[config.mk]
export PLATFORM = sky130hd
export DESIGN_NAME = piso_serializer_tx
export DESIGN_NICKNAME = d
export VERILOG_FILES = /design/src/rtl/piso_serializer_tx.sv
export SDC_FILE = /design/constraint.sdc
export NUM_CORES = 1
export LEC_CHECK = 0
export ABC_CLOCK_PERIOD_IN_PS = 1500
export CAP_MARGIN = 20
export CORE_AREA = 2 2 47 49
export CTS_CLUSTER_DIAMETER = 120
export DETAILED_ROUTE_END_ITERATION = 8
export DIE_AREA = 0 0 49 51
export PLACE_DENSITY_LB_ADDON = 0.25
export SETUP_SLACK_MARGIN = 0.2
export SYNTH_ARGS = -nofsm -noshare
export SYNTH_HDL_FRONTEND = slang
export SYNTH_SLANG_ARGS = --single-unit
[constraint.sdc]
create_clock -name clk -period 1.5 [get_ports clk]
set_clock_uncertainty 0.1 [all_clocks]
set_input_delay 0.3 -clock clk [delete_from_list [all_inputs] [get_ports clk]]
set_output_delay 0.3 -clock clk [all_outputs]
set_load 0.005 [all_outputs]
[src/rtl/piso_serializer_tx.sv]
// Parallel-in, serial-out transmitter with valid/ready intake and registered
// serial outputs (sdo, frame qualifier, sample strobe, end-of-word pulse).
module piso_serializer_tx #(
  parameter int WIDTH     = 8,
  parameter int DIV       = 1,
  parameter int MSB_FIRST = 1
) (
  input  logic             clk,
  input  logic             rst,
  input  logic [WIDTH-1:0] din,
  input  logic             valid,
  output logic             ready,
  output logic             sdo,
  output logic             sframe,
  output logic             sstrobe,
  output logic             done
);

  localparam int BCW = $clog2(WIDTH);
  localparam int DCW = (DIV > 1) ? $clog2(DIV) : 1;

  localparam logic [BCW-1:0] BIT_LAST   = BCW'(WIDTH - 1);
  localparam logic [DCW-1:0] DIV_LAST   = DCW'(DIV - 1);
  localparam logic           STROBE_NOW = (DIV == 1);

  typedef enum logic {
    IDLE,
    SHIFT
  } state_t;

  state_t           state_q, state_d;
  logic [WIDTH-1:0] shreg_q, shreg_d;
  logic [BCW-1:0]   bit_cnt_q, bit_cnt_d;
  logic [DCW-1:0]   div_cnt_q, div_cnt_d;
  logic             sdo_q, sdo_d;
  logic             sframe_q, sframe_d;
  logic             sstrobe_q, sstrobe_d;
  logic             done_q, done_d;
  logic             ready_q, ready_d;

  logic             first_bit;
  logic             next_bit;
  logic [WIDTH-1:0] shreg_rot;

  // The register rotates rather than shifts so every stored bit stays live;
  // the bit heading for sdo always sits at the output end.
  generate
    if (MSB_FIRST != 0) begin : g_msb_first
      assign first_bit = din[WIDTH-1];
      assign shreg_rot = {shreg_q[WIDTH-2:0], shreg_q[WIDTH-1]};
      assign next_bit  = shreg_rot[WIDTH-1];
    end else begin : g_lsb_first
      assign first_bit = din[0];
      assign shreg_rot = {shreg_q[0], shreg_q[WIDTH-1:1]};
      assign next_bit  = shreg_rot[0];
    end
  endgenerate

  always_comb begin
    state_d   = state_q;
    shreg_d   = shreg_q;
    bit_cnt_d = bit_cnt_q;
    div_cnt_d = div_cnt_q;
    sdo_d     = sdo_q;
    sframe_d  = sframe_q;
    sstrobe_d = 1'b0;
    done_d    = 1'b0;
    ready_d   = ready_q;

    case (state_q)
      IDLE: begin
        if (valid && ready_q) begin
          shreg_d   = din;
          sdo_d     = first_bit;
          bit_cnt_d = '0;
          div_cnt_d = '0;
          ready_d   = 1'b0;
          sframe_d  = 1'b1;
          sstrobe_d = STROBE_NOW;
          state_d   = SHIFT;
        end
      end

      SHIFT: begin
        // sstrobe is registered, so it is computed from the divide count the
        // next cycle will hold.
        if (div_cnt_q == DIV_LAST) begin
          div_cnt_d = '0;
          if (bit_cnt_q == BIT_LAST) begin
            state_d  = IDLE;
            sframe_d = 1'b0;
            sdo_d    = 1'b0;
            done_d   = 1'b1;
            ready_d  = 1'b1;
          end else begin
            shreg_d   = shreg_rot;
            sdo_d     = next_bit;
            bit_cnt_d = bit_cnt_q + BCW'(1);
            sstrobe_d = STROBE_NOW;
          end
        end else begin
          div_cnt_d = div_cnt_q + DCW'(1);
          sstrobe_d = ((div_cnt_q + DCW'(1)) == DIV_LAST);
        end
      end

      default: begin
        state_d = IDLE;
      end
    endcase
  end

  always_ff @(posedge clk) begin
    if (rst) begin
      state_q   <= IDLE;
      shreg_q   <= '0;
      bit_cnt_q <= '0;
      div_cnt_q <= '0;
      sdo_q     <= 1'b0;
      sframe_q  <= 1'b0;
      sstrobe_q <= 1'b0;
      done_q    <= 1'b0;
      ready_q   <= 1'b1;
    end else begin
      state_q   <= state_d;
      shreg_q   <= shreg_d;
      bit_cnt_q <= bit_cnt_d;
      div_cnt_q <= div_cnt_d;
      sdo_q     <= sdo_d;
      sframe_q  <= sframe_d;
      sstrobe_q <= sstrobe_d;
      done_q    <= done_d;
      ready_q   <= ready_d;
    end
  end

  assign ready   = ready_q;
  assign sdo     = sdo_q;
  assign sframe  = sframe_q;
  assign sstrobe = sstrobe_q;
  assign done    = done_q;

endmodule
# After elaboration in Yosys (flattened, before gate mapping)
# Cells that the tools add are included.
[op_classes]
n_addsub = 2
n_eq_ne = 5
n_mux = 29
bitwise = 2
n_reduce_logical = 5
[ops]
columns = ["op", "n"]
rows = [
  ["2-to-1 mux 8 bit", 3],
  ["one-hot mux 8 bit (2 select lines)", 1],
  ["2-to-1 mux 1 bit", 15],
  ["one-hot mux 1 bit (2 select lines)", 6],
  ["2-to-1 mux 3 bit", 3],
  ["!= test 2 bit, second input constant", 3],
  ["one-hot mux 3 bit (2 select lines)", 1],
  ["AND reduction 3 bit", 2],
  ["adder 3 x 1 -> 3 bit, second input constant", 1],
  ["== test 3 bit, second input constant", 1],
  ["OR reduction 3 bit", 1],
  ["!= test 2 x 1 -> 1 bit, second input constant", 1],
  ["NOT 1 bit", 2],
  ["AND reduction 2 bit", 1],
  ["adder 1 bit, second input constant", 1],
  ["logical AND 1 bit", 1],
]
[word_totals]
ff_bits = 18
out_inout_bits = 5
elab_cells = 52

# Longest topological paths before layout
[logic_depth]
ltp_word = 4
depth_mapped = 6
ltp_nobuf = 5

# Least setup slack after synthesis
# OpenSTA, ideal clock, no wires.
[synth_path]
path_type = "flip-flop to flip-flop"
startpoint = "register bit_cnt_q[0]"
endpoint = "register shreg_q[0]"
arrival_time_ns = 1.272
setup_slack_ns = 0.049
path_stages_with_launch = 7
n_path_buf = 1
path_cell_list = "dfxtp_1 ha_1 ha_1 and2b_1 buf_4 nor3_2 a211oi_2"
[synth_between]
elab_chain_cells = 3
[synth_lines]
columns = ["element", "line_no", "text"]
rows = [
  ["from (decl)", "33", "logic [BCW-1:0] bit_cnt_q, bit_cnt_d;"],
  ["from (signal assigned)", "127", "bit_cnt_q <= bit_cnt_d;"],
  ["== test 3 bit", "89", "if (bit_cnt_q == BIT_LAST) begin"],
  ["!= test 2 bit (no line)", "n/a", ""],
  ["AND reduction 3 bit (no line)", "n/a", ""],
  ["to (signal assigned)", "126", "shreg_q <= shreg_d;"],
  ["to (decl)", "32", "logic [WIDTH-1:0] shreg_q, shreg_d;"],
]
# Every way passes these cells.
# A chain may end at the register's enable or synchronous reset.

# Worst setup path in the final report
[layout_path]
startpoint = "register state_q"
endpoint = "register shreg_q[2]"
[layout_between]
elab_chain_cells = 3
elab_cells_between_ends = 6
classes_between = "eq/ne: 3; mux: 1; bitwise: 1; reduce/logical: 1"
[layout_lines]
columns = ["element", "line_no", "text"]
rows = [
  ["from (decl)", "31", "state_t state_q, state_d;"],
  ["from (signal assigned)", "125", "state_q <= state_d;"],
  ["NOT 1 bit", "n/a", ""],
  ["!= test 2 bit (no line)", "n/a", ""],
  ["AND reduction 3 bit (no line)", "n/a", ""],
]
# Parallel ways exist; a longest one is shown, timed or not.

==> reports/summary.txt <==
Layout cells sized above 1: 0.480
WP buf/inv: 2
Worst rel slew slack: 0.801
DP Area: 1120 um2
Fmax: 705 MHz
Maximum vdd drop: 0.000668 V
Post-synthesis simple-gate area fraction: 0.238
Post-Synth Adder-Cell Area: 0.0458
CTS tree: done
Core area: 2060 um2
DP Worst Slack: -0.119 ns
Critical Path Source: state_q
Cell area after layout: 1260 um2
H-tree levels: 1
Overflow after GRT: 0
Top-area cell type share of the netlist area: 0.391
Synth warn: 0
Fin util: 0.609
Slowest stage cell, crit path: dfxtp_4
Max-Cap Viols: 0
Post-synthesis cell count: 75
PnR worst setup slack: 0.0824 ns
Distinct cell type count after synthesis: 21
Worst-margin pin slew: 0.298 ns
N_diodes: 0
Final Cycle Share: 0.945
Total Routed Length: 1.73 mm
DRC viols: 0
Hold Crit Class: reg -> reg
Clk slew on worst S/H paths: 0.10 ns
Total iterations of the first detailed-routing run: 4
Shortest period the worst path allows: 1.42 ns
Gp weighted congestion: 0.769
Synth Register Bits: 16
Fillers: 184
Via density: 5.24
Setup TNS: 0 ns
Final #Nets: 117
Crit path max-delay family: simple AND/OR/NAND/NOR gates
Worst stage delay on the critical path: 0.36 ns
Mean Syn Cell Area: 10.9 um2
CTS Sinks: 16
Num CTS Buffers: 3
Row cnt: 17
Crit path max fanout: 8
Global router's overall resource usage: 0.156
Post-synthesis mux area share: 0.0977
Die Span Y: 51 um
CP Data Arrival Time: 1.50 ns
Unrepaired setup endpoints after global routing: yes
Area Overhead vs Synth: 53.4%
Leading post-synthesis cells by cell area: dfxtp_1 39%, a211oi_2 12%, mux2i_1 9.8%
Power Dens Cells: 926 nW/um2
Die Wd: 49 um
Compound-Gate Fraction of Synth Area: 0.176
I/O Buffers: 15
Detail Route Antenna Nets: 0
Hold Buf Count CTS: 0
Fin. max-slew vios: 0
Clock Tree Buf Depth: 2
Starting Density: 0.397
Mapped Area: 820 um2
Main combinational cell family by area after synthesis: simple AND/OR/NAND/NOR gates
Final setup violation count: 0
Initial DRC Count: 4
Vias in the first global route: 652
XOR/XNOR Fraction of Synth Area: 0
Worst-Skew Late Latency: 0.29 ns
I/O pins: 16
Startpoint types: register
Most used cell, CP: buf_6
First-pass GRT wire length: 2.96 mm
Hold path start: sframe
Syn nets: 89
DP HPWL: 1.14 mm
Initial antenna violation count: 0
Die area: 2500 um2
CP endpoint kind: register
Sequential area share after synthesis: 0.391
Synth area leader: dfxtp_1
Crit-path cells: buf_6, buf_6, nand3b_1, nand2_4, a211oi_2
Lkg Pwr: 0.474 nW
Pin count of the biggest net entering global routing: 17
Root buffer cell: clkbuf_4
Vias after detailed routing: 681
Avg WL per Cell: 13.3 um
Req. time, crit path: 1.59 ns
Crit Reg-Reg Startpoint: state_q
Setup Crit Path Kind: reg -> reg
Fin. Hold Viols: 0
Status: finished clean
final cells by class:
class / count / area [um2] / share of cell area
Multi-Input combinational cell: 54 / 562 / 0.447
Clock buffer: 4 / 36.3 / 0.0289
Timing Repair Buffer: 28 / 294 / 0.234
Tap cell: 28 / 35.0 / 0.0279
Sequential cell: 16 / 330 / 0.263
report_power, final:
group          switching, W  leakage [nW]  internal, W  total [W]
clock network      0.000150        0.0210     0.000148   0.000298
logic              0.000157         0.319     0.000201   0.000358
registers         0.0000397         0.134     0.000468   0.000508
total              0.000347         0.474     0.000817    0.00116
flip-flops by register name, indices dropped and copies added (netlist names):
| name | flops |
|---|---|
| state_q | 1 |
| sframe | 1 |
| sdo | 1 |
| bit_cnt_q | 3 |
| shreg_q | 8 |
| done | 1 |
| ready | 1 |
repair_timing:
action,CTS,global route
pin swaps,6,3
buffers inserted,4,3
endpoints found under the setup margin,16,16
resized for setup,21,3
cell usage in the layout (no fill, tap or decap):
cell type / synthesis / final
dfxtp_1: 16 / 10
clkdlybuf4s50_1: 0 / 10
mux2i_1: 8 / 8
nor3_4: 0 / 8
a211oi_2: 8 / 8
buf_4: 2 / 7
dfxtp_2: 0 / 5
nand3b_1: 3 / 3
nand3_1: 3 / 3
a21oi_2: 0 / 3
nand2_1: 4 / 3
a21oi_1: 6 / 3
clkbuf_4: 0 / 3
clkdlybuf4s15_1: 0 / 3
buf_6: 2 / 3
buf_12: 0 / 3
nand2_4: 1 / 2
nor2_1: 2 / 2
ha_4: 0 / 2
dlygate4sd2_1: 0 / 2
nand2b_2: 0 / 1
and2b_2: 0 / 1
and3b_1: 1 / 1
nand2b_4: 0 / 1
nor2b_1: 1 / 1
o21bai_1: 1 / 1
nand4b_1: 1 / 1
a31oi_1: 1 / 1
ha_1: 3 / 1
clkbuf_8: 0 / 1
dfxtp_4: 0 / 1
per-layer routing:
| layer | up-vias | global-route usage | wire (um) |
|---|---|---|---|
| met5 | - | 0 | 0 |
| met4 | 0 | 0.0714 | 31 |
| met3 | 5 | 0.0351 | 81 |
| met2 | 17 | 0.253 | 807 |
| met1 | 327 | 0.197 | 809 |
| li1 | 332 | - | - |
worst reg2reg max path: stages, from the launching register on:
cell,delay [ns]
dfxtp_4,0.36
buf_6,0.12
buf_6,0.10
nand3b_1,0.29
nand2_4,0.24
a211oi_2,0.09
synthesized netlist by cell type:
cell type,instances
a31oi_1,1
buf_2,1
dfxtp_1,16
a211oi_2,8
nand4b_1,1
nor2_1,2
nand2b_1,2
nand2_1,4
buf_6,2
and3b_1,1
nand3b_1,3
nand2_4,1
nand3_1,3
nor2b_1,1
ha_1,3
mux2i_1,8
and2b_1,1
o21bai_1,1
a21oi_1,6
nor3_2,8
buf_4,2
logic make-up after synthesis:
group / count (synthesis)
mux: 8
fa+ha+maj: 3
flops: 16
buf+inv: 5
simple gates: 27
compound gates: 16
worst paths after layout:
| kind | end | slack [ns] | depth (start not counted) |
|---|---|---|---|
| hold reg to reg | sframe | 0.40 | 2 |
| setup / recovery | shreg_q[2] | 0.08 | 5 |
| hold / removal | sframe | 0.40 | 2 |
| setup reg to reg | shreg_q[2] | 0.08 | 5 |
through the flow:
step                      std cells  total power, W  hold slack, ns
final                           130         0.00116           0.405
after global routing            130         0.00123           0.435
after CTS                       127         0.00115           0.400
after detailed placement        119        0.000831           0.389
after global placement          119        0.000828           0.379
after floorplan                  75        0.000732           0.273
Power figures use the tool's default switching activity.
